[src/rtl/slow_fpu_scoreboard_if.sv]
// Decode/slow-FPU handshake bundle for slow_fpu_scoreboard.
//   slave  : seen by the scoreboard (decode + sfpu_done in; stall/launch/writeback out)
//   master : seen by the pipeline / bench that drives decode and the slow FPU
interface slow_fpu_scoreboard_if #(
  parameter int REG_W = 5
);
  logic             id_valid;
  logic             id_slow_dispatch;
  logic             id_fast_dispatch;
  logic             id_fpu_reg_write;
  logic [REG_W-1:0] id_rd;
  logic [REG_W-1:0] id_rs1;
  logic [REG_W-1:0] id_rs2;
  logic [REG_W-1:0] id_rs3;
  logic [2:0]       id_rs_en;
  logic             id_kill;
  logic             sfpu_done;
  logic             stall;
  logic             sfpu_start;
  logic             wb_slow_sel;
  logic [REG_W-1:0] wb_rd;
  logic             sfpu_pending;
  logic             err_timeout;

  modport master (
    output id_valid, id_slow_dispatch, id_fast_dispatch, id_fpu_reg_write,
           id_rd, id_rs1, id_rs2, id_rs3, id_rs_en, id_kill, sfpu_done,
    input  stall, sfpu_start, wb_slow_sel, wb_rd, sfpu_pending, err_timeout
  );

  modport slave (
    input  id_valid, id_slow_dispatch, id_fast_dispatch, id_fpu_reg_write,
           id_rd, id_rs1, id_rs2, id_rs3, id_rs_en, id_kill, sfpu_done,
    output stall, sfpu_start, wb_slow_sel, wb_rd, sfpu_pending, err_timeout
  );
endinterface

[src/rtl/slow_fpu_scoreboard.sv]
// Single-entry scoreboard for a slow (multi-cycle) FPU. Tracks one in-flight
// slow op, stalls decode on structural/RAW/WAW/write-port hazards against it,
// grants the FP write port for one cycle when the result returns, and flags a
// sticky timeout if the FPU takes too long.
//   clk, rst : clock, asynchronous active-high reset
//   bus      : slow_fpu_scoreboard_if.slave (decode inputs, sfpu_done in;
//              stall, sfpu_start, wb_slow_sel, wb_rd, sfpu_pending, err_timeout out)
module slow_fpu_scoreboard #(
  parameter int REG_W   = 5,
  parameter int TIMEOUT = 64
) (
  input logic                  clk,
  input logic                  rst,
  slow_fpu_scoreboard_if.slave bus
);
  localparam int                 CNT_W   = $clog2(TIMEOUT + 1);
  localparam logic [CNT_W-1:0]   CNT_MAX = CNT_W'(TIMEOUT);

  typedef enum logic [1:0] {IDLE, BUSY, WB} state_t;

  state_t           r_state, w_state_nxt;
  logic [REG_W-1:0] r_pending_rd;
  logic [REG_W-1:0] r_wb_rd;
  logic [CNT_W-1:0] r_cnt, w_cnt_nxt;
  logic             r_wb_sel, r_pending, r_err;
  logic             w_err_set, w_raw, w_waw, w_port, w_stall, w_accept;

  // Hazards against the single in-flight destination; register 0 is ordinary.
  always_comb begin
    w_raw   = (bus.id_rs_en[0] && (bus.id_rs1 == r_pending_rd)) ||
              (bus.id_rs_en[1] && (bus.id_rs2 == r_pending_rd)) ||
              (bus.id_rs_en[2] && (bus.id_rs3 == r_pending_rd));
    w_waw   = bus.id_fpu_reg_write && (bus.id_rd == r_pending_rd);
    // The slow result owns the write port during WB.
    w_port  = (r_state == WB) && bus.id_fast_dispatch && bus.id_fpu_reg_write;
    // kill intentionally not an input here: stall must be kill-independent.
    w_stall = !rst && (r_state != IDLE) && bus.id_valid &&
              (bus.id_slow_dispatch || w_raw || w_waw || w_port);
    w_accept = !rst && (r_state == IDLE) && bus.id_valid &&
               bus.id_slow_dispatch && !bus.id_kill && !w_stall;
  end

  always_comb begin
    w_state_nxt = r_state;
    w_cnt_nxt   = r_cnt;
    w_err_set   = 1'b0;
    case (r_state)
      IDLE: if (w_accept) begin
        w_state_nxt = BUSY;
        w_cnt_nxt   = '0;
      end
      BUSY: if (bus.sfpu_done) begin
        w_state_nxt = WB;
      end else begin
        if (r_cnt != CNT_MAX) w_cnt_nxt = r_cnt + 1'b1;
        // Flag on the edge where the count lands on TIMEOUT.
        w_err_set = (w_cnt_nxt == CNT_MAX);
      end
      WB:      w_state_nxt = IDLE;
      default: w_state_nxt = IDLE;
    endcase
  end

  always_ff @(posedge clk or posedge rst) begin
    if (rst) begin
      r_state      <= IDLE;
      r_pending_rd <= '0;
      r_cnt        <= '0;
      r_wb_sel     <= 1'b0;
      r_wb_rd      <= '0;
      r_pending    <= 1'b0;
      r_err        <= 1'b0;
    end else begin
      r_state   <= w_state_nxt;
      r_cnt     <= w_cnt_nxt;
      if (w_accept) r_pending_rd <= bus.id_rd;
      // Writeback outputs registered from the next state so they line up with WB.
      r_wb_sel  <= (w_state_nxt == WB);
      r_wb_rd   <= (w_state_nxt == WB) ? r_pending_rd : '0;
      r_pending <= (w_state_nxt != IDLE);
      r_err     <= r_err | w_err_set;
    end
  end

  assign bus.stall        = w_stall;
  assign bus.sfpu_start   = w_accept;
  assign bus.wb_slow_sel  = r_wb_sel;
  assign bus.wb_rd        = r_wb_rd;
  assign bus.sfpu_pending = r_pending;
  assign bus.err_timeout  = r_err;
endmodule

[src/flat_wrapper.sv]
// flat-port wrapper written by rule: the top's interface ports become plain ports
module slow_fpu_scoreboard_flat 
#(
  parameter int REG_W   = 5,
  parameter int TIMEOUT = 64
)
  (clk, rst, bus_id_valid, bus_id_slow_dispatch, bus_id_fast_dispatch, bus_id_fpu_reg_write, bus_id_rd, bus_id_rs1, bus_id_rs2, bus_id_rs3, bus_id_rs_en, bus_id_kill, bus_sfpu_done, bus_stall, bus_sfpu_start, bus_wb_slow_sel, bus_wb_rd, bus_sfpu_pending, bus_err_timeout);
  slow_fpu_scoreboard_if #(.REG_W(REG_W)) bus_i ();
  input logic clk;
  input logic rst;
  input wire logic [$bits(bus_i.id_valid)-1:0] bus_id_valid;
  input wire logic [$bits(bus_i.id_slow_dispatch)-1:0] bus_id_slow_dispatch;
  input wire logic [$bits(bus_i.id_fast_dispatch)-1:0] bus_id_fast_dispatch;
  input wire logic [$bits(bus_i.id_fpu_reg_write)-1:0] bus_id_fpu_reg_write;
  input wire logic [$bits(bus_i.id_rd)-1:0] bus_id_rd;
  input wire logic [$bits(bus_i.id_rs1)-1:0] bus_id_rs1;
  input wire logic [$bits(bus_i.id_rs2)-1:0] bus_id_rs2;
  input wire logic [$bits(bus_i.id_rs3)-1:0] bus_id_rs3;
  input wire logic [$bits(bus_i.id_rs_en)-1:0] bus_id_rs_en;
  input wire logic [$bits(bus_i.id_kill)-1:0] bus_id_kill;
  input wire logic [$bits(bus_i.sfpu_done)-1:0] bus_sfpu_done;
  output wire logic [$bits(bus_i.stall)-1:0] bus_stall;
  output wire logic [$bits(bus_i.sfpu_start)-1:0] bus_sfpu_start;
  output wire logic [$bits(bus_i.wb_slow_sel)-1:0] bus_wb_slow_sel;
  output wire logic [$bits(bus_i.wb_rd)-1:0] bus_wb_rd;
  output wire logic [$bits(bus_i.sfpu_pending)-1:0] bus_sfpu_pending;
  output wire logic [$bits(bus_i.err_timeout)-1:0] bus_err_timeout;
  assign bus_i.id_valid = bus_id_valid;
  assign bus_i.id_slow_dispatch = bus_id_slow_dispatch;
  assign bus_i.id_fast_dispatch = bus_id_fast_dispatch;
  assign bus_i.id_fpu_reg_write = bus_id_fpu_reg_write;
  assign bus_i.id_rd = bus_id_rd;
  assign bus_i.id_rs1 = bus_id_rs1;
  assign bus_i.id_rs2 = bus_id_rs2;
  assign bus_i.id_rs3 = bus_id_rs3;
  assign bus_i.id_rs_en = bus_id_rs_en;
  assign bus_i.id_kill = bus_id_kill;
  assign bus_i.sfpu_done = bus_sfpu_done;
  assign bus_stall = bus_i.stall;
  assign bus_sfpu_start = bus_i.sfpu_start;
  assign bus_wb_slow_sel = bus_i.wb_slow_sel;
  assign bus_wb_rd = bus_i.wb_rd;
  assign bus_sfpu_pending = bus_i.sfpu_pending;
  assign bus_err_timeout = bus_i.err_timeout;
  slow_fpu_scoreboard #(.REG_W(REG_W), .TIMEOUT(TIMEOUT)) u_core (.clk(clk), .rst(rst), .bus(bus_i));
endmodule
[config.mk]
export PLATFORM = sky130hd
export DESIGN_NAME = slow_fpu_scoreboard_flat
export DESIGN_NICKNAME = d
export VERILOG_FILES = /design/src/rtl/slow_fpu_scoreboard_if.sv /design/src/rtl/slow_fpu_scoreboard.sv /design/src/flat_wrapper.sv
export SDC_FILE = /design/constraint.sdc
export NUM_CORES = 1
export LEC_CHECK = 0
export ABC_AREA = 1
export CAP_MARGIN = 40
export CORE_ASPECT_RATIO = 1.2
export CORE_MARGIN = 2
export CORE_UTILIZATION = 27
export DETAILED_ROUTE_END_ITERATION = 10
export PLACE_DENSITY = 0.49
export SLEW_MARGIN = 25
export SYNTH_ARGS = -nofsm -noshare
export SYNTH_HDL_FRONTEND = slang
export SYNTH_SLANG_ARGS = --single-unit
[constraint.sdc]
create_clock -name clk -period 4.45 [get_ports clk]
set_input_delay 1.1125 -clock clk [delete_from_list [all_inputs] [get_ports clk]]
set_output_delay 1.1125 -clock clk [all_outputs]
set_load 0.005 [all_outputs]
==> impl_metrics.csv <==
group,metric,value,unit
run_status,outcome,"completed",
synth,ys_seq_area_frac,0.403,
place,place_hpwl,2790,µm
sta,max-slew-margin-rel,0.809,
global_route,grt_pass1_wl,5550,µm
sta,whs,0.471,ns
synth,syn_inst,214,
synth,synthDistinctLibCells,17,
clock_network,cts_hold_buf,0,
synth,syn_area,1370,µm²
detailed_routing,vias,1353,
critical_path,crit_arrival,2.71,ns
detailed_routing,routed_via_density,4.24,
synth,syn-num-nets,247,
worst_hold_path,hold_class,"flop to flop",
detailed_routing,dr.pass1.iters,4,
synth,ys_ff_latch,22,
power_and_ir_drop,p_leak,0.00103,µW
sta,maxSlewViolCount,0,
floorplanning,initial_core_util,0.279,
global_route,grt_max_degree,23,
floorplanning,core,4900,µm²
clock_network,cts_tree,"done",
global_route,grt-ovfl-total,0,
run,max_cap_violations,0,
floorplanning,num_rows,28,
synth,syn_avg_cell_area,6.39,µm²
cells_and_area,area_delta_synth_final,39.3,%
floorplanning,ios,41,
global_route,grt.total_usage,0.133,
global_route,antenna_found_initial,0,
clock_network,h-tree-depth,1,
synth,synth_top_area_frac,0.403,
clock_network,cts_resized,0,
cells_and_area,final_common_cell,"nand2_1",
global_route,grt_pass1_vias,1286,
place,gp_congestion,0.882,
sta,finalSetupViolCount,0,
sta,clock_skew,0.000611,ns
cells_and_area,finalNetCount,293,
clock_network,clk_pin_slew_worst_paths,0.08,ns
sta,fin_crit,3.82,ns
synth,yosys.area.top_type,"dfrtp_1",
critical_path,critPathLaunchType,"primary input",
synth,yosysWarnings,0,
clock_network,numCtsBuffers,3,
critical_path,cp.required,3.34,ns
cells_and_area,final_cell_mix,"83 x nand2_1, 42 x inv_1, 40 x clkdlybuf4s50_1",
sta,worst_slew_pin_slew,0.286,ns
detailed_routing,finalWirelength,3490,µm
floorplanning,chipWidth,69.0,µm
floorplanning,dieHeight,82.0,µm
clock_network,root_buffer,"clkbuf_8",
power_and_ir_drop,vdd_drop_max,0.163,mV
detailed_routing,drc,0,
cells_and_area,layout-drive-gt1-share,0.0386,
place,portBuffers,40,
floorplanning,dieArea,5650,µm²
detailed_routing,ant_nets,0,
critical_path,crit_fanout,2,
detailed_routing,wire_per_inst,10.9,µm
clock_network,cts.sinks,22,
sta,rsz0062_at_grt,"no",
critical_path,worst_setup_path_end_kind,"output port",
sta,fin_setup_tns,0,ns
detailed_routing,drt_iter0_markers,60,
clock_network,postCtsSetupBuffers,0,
clock_network,clk_path_buf_depth,2,
power_and_ir_drop,p_per_area,307,nW/µm²
synth,synth_top_cells_by_area,"dfrtp_1 40%, nand2_1 23%, inv_1 12%",
sta,hold_viol,0,
clock_network,clk_latency,0.26,ns
critical_path,timing_worst_setup_path_type,"primary input to output port",
cells_and_area,diodes,0,
sta,timing.final.crit_share,0.858,
sta,fmax,0.262,GHz
## path summary, 6_finish.rpt
path                                                   from  slack (ns)  cells after the start                            endpoint
max in group asynchronous                               rst        3.00                      3  u_core.r_pending_rd[2]$_DFFE_PP0P_
setup / recovery                              bus_id_rs3[4]        0.63                     10                           bus_stall
setup reg to reg                u_core.r_state[1]$_DFF_PP0_        2.94                      6         u_core.r_cnt[6]$_DFFE_PP0P_
hold / removal             u_core.bus.err_timeout$_DFF_PP0_        0.47                      2    u_core.bus.err_timeout$_DFF_PP0_
hold reg to reg            u_core.bus.err_timeout$_DFF_PP0_        0.47                      2    u_core.bus.err_timeout$_DFF_PP0_
min in group asynchronous                               rst        1.22                      3         u_core.r_cnt[2]$_DFFE_PP0P_
## cells by family after synthesis
group | count (synthesis) | synth area share
AOI/OAI and AO/OA | 16 | 0.0741
DFF | 22 | 0.403
buffers and inverters | 43 | 0.121
and+or+nand+nor | 129 | 0.371
xor gates and xnor gates | 2 | 0.0128
adders and majority gates | 2 | 0.0183
## cells in the mapped netlist
master / count
nand2_1: 83
inv_1: 42
nor2_1: 30
dfrtp_1: 22
nand3_1: 12
o22ai_1: 5
o21ai_0: 4
o21ai_2: 4
a21oi_1: 2
ha_1: 2
nand4_1: 2
buf_4: 1
nor3_1: 1
o21ai_1: 1
or2_1: 1
xnor2_1: 1
xor2_1: 1
## through the flow
| stage | cell area [µm²] | utilization | setup WS [ns] | total power (µW) | std cells |
|---|---|---|---|---|---|
| after floorplan | 1370 | - | 1.38 | 376 | 214 |
| after global placement | 1850 | 0.377 | 0.616 | 451 | 315 |
| after detailed placement | 1850 | 0.377 | 0.613 | 450 | 315 |
| after CTS | 1910 | 0.389 | 0.608 | 596 | 319 |
| after global routing | 1910 | 0.389 | 0.517 | 637 | 319 |
| final | 1910 | 0.389 | 0.632 | 586 | 319 |
## critical path, cell delays in order
cell and delay, ns:
clkdlybuf4s50_1 0.48, inv_1 0.04, nand2_1 0.05, nand2_1 0.05, nor2_1 0.13, nand3_1 0.09
nand2_1 0.07, nor2_1 0.04, a21oi_1 0.12, clkdlybuf4s50_1 0.51
## final cells by class
class,count,area [µm²]
Sequential cell,22,551
Clock buffer,4,55.1
Tap cell,60,75.1
Inverter,42,158
Multi-Input combinational cell,149,652
Timing Repair Buffer,42,415
Fill cell,558,3000
## where the power goes
part / internal, µW / total (µW) / switching [µW]
sequential: 225 / 256 / 30.9
clock: 78.8 / 143 / 64.3
combinational: 83.7 / 186 / 103
## sequential cells by signal, summed over array words and instances, names as in the netlist
signal                   cells
u_core.bus.sfpu_pending      1
u_core.r_state               2
u_core.r_pending_rd          5
u_core.bus.wb_rd             5
u_core.bus.err_timeout       1
u_core.r_cnt                 7
u_core.bus.wb_slow_sel       1
## metal layers
metal  track usage  share of wire  vias up  wire length (µm)
met5             0              0        -                 0
met1         0.165           0.46      584              1590
li1              -              -      734                 -
met3        0.0151          0.053        4               184
met4        0.0471          0.011        0                40
met2         0.235           0.48       31              1670
(Power assumes the default switching activity.)
